### src/rtl/snake_seg_scan.sv
// Snake field display reader: copies the 8x8 field RAM into a shadow buffer, swaps it
// into a display buffer, and scans that buffer onto eight 7-segment digits.
// Optional anti-ghosting blanking is enabled by defining SNAKE_SCAN_BLANK_EN.
module snake_seg_scan #(
    parameter int unsigned DIGIT_CYCLES = 1024
) (
    input  logic       clk,
    input  logic       rst_n,
    input  logic       update_req,
    output logic       rd_en,
    output logic [2:0] rd_row,
    input  logic [7:0] rd_data,
    output logic       busy,
    output logic       done,
    output logic       segA,
    output logic       segB,
    output logic       segC,
    output logic       segD,
    output logic       segE,
    output logic       segF,
    output logic       segG,
    output logic       segDP,
    output logic [7:0] dig_sel,
    output logic [1:0] dbg_state
);

    typedef enum logic [1:0] {
        S_IDLE = 2'd0,
        S_READ = 2'd1,
        S_LAST = 2'd2,
        S_SWAP = 2'd3
    } state_t;

    state_t      r_state;
    state_t      w_next;
    logic        r_pending;
    logic        w_pending_next;
    logic [2:0]  r_row;
    logic [2:0]  w_row_next;
    logic [7:0]  r_shadow [8];
    logic [7:0]  r_disp   [8];
    logic [15:0] r_presc;
    logic [2:0]  r_digit;
    logic [7:0]  r_dig_sel;
    logic [7:0]  r_seg;
    logic        w_presc_wrap;
    logic        w_blank;

    always_ff @(posedge clk or negedge rst_n) begin
        if (!rst_n) begin
            r_state   <= S_IDLE;
            r_pending <= 1'b0;
            r_row     <= 3'd0;
        end else begin
            r_state   <= w_next;
            r_pending <= w_pending_next;
            r_row     <= w_row_next;
        end
    end

    // Requests arriving outside IDLE collapse into one pending copy.
    always_comb begin
        w_next         = r_state;
        w_row_next     = r_row;
        w_pending_next = r_pending | update_req;
        case (r_state)
            S_IDLE: begin
                if (update_req || r_pending) begin
                    w_next         = S_READ;
                    w_row_next     = 3'd0;
                    w_pending_next = 1'b0;
                end
            end
            S_READ: begin
                if (r_row == 3'd7) w_next = S_LAST;
                else               w_row_next = r_row + 3'd1;
            end
            S_LAST:  w_next = S_SWAP;
            S_SWAP:  w_next = S_IDLE;
            default: w_next = S_IDLE;
        endcase
    end

    // Read data lags the strobe by one cycle, so each capture targets the previous row.
    always_ff @(posedge clk or negedge rst_n) begin
        if (!rst_n) begin
            for (int i = 0; i < 8; i++) begin
                r_shadow[i] <= 8'hFF;
                r_disp[i]   <= 8'hFF;
            end
        end else begin
            if (r_state == S_READ && r_row != 3'd0) r_shadow[r_row - 3'd1] <= rd_data;
            if (r_state == S_LAST) r_shadow[7] <= rd_data;
            if (r_state == S_SWAP) begin
                for (int i = 0; i < 8; i++) r_disp[i] <= r_shadow[i];
            end
        end
    end

    assign w_presc_wrap = (r_presc == 16'(DIGIT_CYCLES - 1));

`ifdef SNAKE_SCAN_BLANK_EN
    assign w_blank = (r_presc < 16'd2);
`else
    assign w_blank = 1'b0;
`endif

    always_ff @(posedge clk or negedge rst_n) begin
        if (!rst_n) begin
            r_presc   <= 16'd0;
            r_digit   <= 3'd0;
            r_dig_sel <= 8'hFF;
            r_seg     <= 8'h00;
        end else begin
            r_presc <= w_presc_wrap ? 16'd0 : r_presc + 16'd1;
            if (w_presc_wrap) r_digit <= r_digit + 3'd1;
            r_dig_sel <= w_blank ? 8'hFF : ~(8'd1 << r_digit);
            r_seg     <= w_blank ? 8'h00 : ~r_disp[r_digit];
        end
    end

    assign rd_en     = (r_state == S_READ);
    assign rd_row    = r_row;
    assign busy      = (r_state != S_IDLE);
    assign done      = (r_state == S_SWAP);
    assign dig_sel   = r_dig_sel;
    assign dbg_state = r_state;
    assign {segDP, segG, segF, segE, segD, segC, segB, segA} = r_seg;

endmodule

### config.mk
export PLATFORM = sky130hd
export DESIGN_NAME = snake_seg_scan
export DESIGN_NICKNAME = d
export VERILOG_FILES = /design/src/rtl/snake_seg_scan.sv
export SDC_FILE = /design/constraint.sdc
export NUM_CORES = 1
export LEC_CHECK = 0
export CAP_MARGIN = 30
export CORE_ASPECT_RATIO = 1.1
export CORE_MARGIN = 8
export CORE_UTILIZATION = 41
export DETAILED_ROUTE_END_ITERATION = 10
export PLACE_DENSITY_LB_ADDON = 0.25
export SETUP_SLACK_MARGIN = 0.3
export SYNTH_ARGS = -nofsm -noshare
export SYNTH_HDL_FRONTEND = slang
export SYNTH_SLANG_ARGS = --single-unit
### constraint.sdc
create_clock -name clk -period 5.7 [get_ports clk]
set_clock_uncertainty 0.2 [all_clocks]
set_input_delay 1.14 -clock clk [delete_from_list [all_inputs] [get_ports clk]]
set_output_delay 1.14 -clock clk [all_outputs]
set_load 0.01 [all_outputs]
==> summary.txt <==
Status
  • Outcome: finished clean

Setup path
  • Worst-path cell chain: ha_2 > buf_4 > clkdlybuf4s50_1
  • Reg2reg path depth: 5
  • Setup crit end kind: output port
  • Crit-path max cell delay: 0.71 ns
  • CP Buf/Inv Count: 2
  • FF-to-FF End: r_shadow[41]$_DFFE_PN1P_
  • Worst r2r src: rd_row[0]$_DFFE_PN0P_
  • Cell count along the critical path: 3
  • Worst path slowest cell: clkdlybuf4s50_1
  • Worst Setup Path Type: flip-flop to output port
  • Top Family by Delay on Critical Path: buffers and inverters
  • Maximum fanout along the worst path: 65
  • Worst path required time: 4.36 ns
  • Arrival @ worst endpoint: 2.41 ns
  • CP Launch Type: flip-flop
  • R2R setup slack: 2.89 ns

Logic synthesis
  • Synth area leader: dfstp_2
  • Synth Area in XOR/XNOR: 1.57%
  • Cell Area, Synth: 7270 um2
  • Post-synthesis compound-gate area fraction: 1.43%
  • Ranking of synthesized cells by area: dfstp_2 49%, mux2_2 20%, dfrtp_1 11%
  • Register bit count reported by yosys: 169
  • Yosys warning count: 0
  • Simple-Gate Fraction of Synth Area: 5.61%
  • Synth async-reset ratio: 100%
  • Ys flop type: dfstp_2
  • Synth Area in Adders: 2.75%
  • EDFF count, synth: 0
  • Mux contribution to synthesized area: 26.6%
  • Mapped Cells: 460
  • Distinct cells, synth: 42
  • Sequential-to-total area share from yosys stat: 60.5%
  • Post-Synthesis Net Count: 487
  • Top cell type's share of synthesized area: 49.1%
  • Mean post-synth cell area: 15.8 um2
  • Largest family of logic cells by synthesized area: multiplexers

Power and ir drop
  • Worst vdd ir: 0.000422 V
  • P_leak: 3.40 nW
  • Power Dens Cells: 563 nW/um2

Final layout
  • Design area: 8520 um2
  • Layout cells sized above 1: 65.1%
  • Area Overhead vs Synth: 17.1%
  • Commonest non-fill, non-tap cell in the layout: dfstp_2
  • Commonest cells after routing, fill and taps aside: 136 x dfstp_2, 129 x mux2_2, 33 x dfrtp_1, 33 x clkdlybuf4s50_1
  • Fin cells: 754
  • Antenna diode count: 0
  • Layout net count: 530

Clock tree
  • Post-CTS sizing: 0
  • Total CTS buffers: 17
  • CTS tree: built
  • Clk_lat worst skew: 0.42 ns
  • Hold_buf cts: 0
  • Clock Sinks: 169
  • H-Tree Level Count: 4
  • Clock slew at reported path FFs: 0.06 ns
  • Setup bufs post-CTS: 0
  • Clock Root Buffer: clkbuf_16
  • Bufs on Longest Clock Path: 2

Floorplanning
  • Initial cell density of the core: 41.4%
  • Die X: 143 um
  • Core box area: 17500 um2
  • Die H: 156 um
  • Core Rows: 51
  • Die area: 22300 um2
  • Top Ports: 35

Timing
  • Tmin final: 3.75 ns
  • Fmax: 0.267 GHz
  • Setup WS post-layout: 1.95 ns
  • Final count of pins violating max slew: 0
  • # setup viols final: 0
  • Final Hold Viols: 0
  • Sum Neg Setup Slack: 0 ns
  • RSZ-0062 raised after global routing: false
  • Period utilisation layout: 65.8%
  • Worst slew margin: 40.1%
  • Worst-Margin Slew: 0.899 ns

Global route
  • Vias in the first global route: 4180
  • First-pass GRT wire length: 22500 um
  • Total grt overflow: 0
  • Largest net degree at the start of global routing: 69
  • GR Util All Layers: 13.3%
  • Initial antenna violation count: 0

Routing
  • Routed WL: 13500 um
  • Initial DRC count: 143
  • Via count: 3837
  • Per-cell routed wire length: 17.9 um
  • Via-to-Cell Ratio: 5.09
  • DRC: 0
  • DRT antenna net count: 0
  • TritonRoute pass-1 iters: 4

Run
  • Number of max-cap violations: 0

Min path
  • Hold EP: dig_sel[4]$_DFF_PN1_
  • Hold Crit Class: flip-flop to flip-flop
  • Hold Path Stages: 1
  • Hold path start: r_digit[2]$_DFFE_PN0N_

Placed design
  • DP HPWL: 8410 um
  • # port buffers: 34
  • RD Place Congestion: 0.699
  • Placed cells: 722
  • Post-place setup slack: 2.36 ns
  • DP Area: 7900 um2
-- worst register-to-register path: cells and delay by family, from the launching register on --
family        cells  cell delay [ns]
fa+ha+maj         1             0.43
buf+inv           1             0.21
flops             1             0.64
mux               1             0.41
simple gates      2             0.85
-- sequential cells by signal (all words and copies together), names as in the netlist --
name	cells
dbg_state	2
dig_sel	8
r_digit	3
r_disp	64
r_pending	1
r_presc	16
r_seg	8
r_shadow	64
rd_row	3
-- where the power goes --
group,switching [mW],total (mW),internal [mW]
Sequential,0.252,2.26,2.01
Combinational,0.573,1.36,0.787
Clock,0.452,1.18,0.723
Total,1.28,4.79,3.51
-- per-layer routing --
| layer | wire length (um) | global-route usage (%) | vias up |
|---|---|---|---|
| met5 | 0 | 0 | - |
| met1 | 6150 | 16.5 | 2028 |
| li1 | - | - | 1735 |
| met3 | 523 | 3.95 | 15 |
| met4 | 157 | 4.56 | 0 |
| met2 | 6640 | 21.6 | 59 |
-- cells by family (layout without fill, tap and decap cells) --
kind of cell | Yosys count | count (layout)
AOI/OAI and AO/OA | 14 | 14
xor gates and xnor gates | 13 | 13
adders and majority gates | 16 | 16
buffers and inverters | 27 | 83
DFF | 169 | 169
muxes | 156 | 156
and+or+nand+nor | 65 | 65
-- cell usage after synthesis, types with 4 or more instances --
cell type / count
inv_1: 11
nand3_1: 8
dfstp_2: 136
nor3_4: 5
mux2i_1: 9
buf_2: 10
ha_1: 16
nor3_1: 6
o21ai_0: 6
xnor2_1: 5
nand4_1: 4
xor2_1: 8
mux2_2: 129
nor2_1: 9
nand2_1: 17
mux4_2: 16
dfrtp_1: 33
-- worst max-delay path by stage --
stage                             startpoint                       end
finish              dbg_state[1]$_DFFE_PN0P_                      done
CTS                 dbg_state[1]$_DFFE_PN0P_                      done
global route        dbg_state[1]$_DFFE_PN0P_                      done
detailed placement  dbg_state[0]$_DFFE_PN0P_                      done
global placement    dbg_state[1]$_DFFE_PN0P_                      done
floorplan                         update_req  dbg_state[1]$_DFFE_PN0P_
-- cell type report --
| cell class | count | area [um2] |
|---|---|---|
| sequential | 169 | 4400 |
| inverter | 12 | 45.0 |
| timing repair buffer | 39 | 399 |
| clock buffer | 21 | 470 |
| tap | 238 | 298 |
| clock inverter | 11 | 143 |
| fill | 1491 | 9030 |
| multi-input combinational | 264 | 2760 |
-- through the flow --
stage	hold slack (ns)	utilization, %	power, mW
after floorplan	0.236	-	3.26
after global placement	0.258	44.9	3.58
after detailed placement	0.273	45.0	3.65
after CTS	0.281	48.5	4.85
after global routing	0.317	48.5	5.08
final	0.278	48.5	4.79
Power figures use the tool's default switching activity.
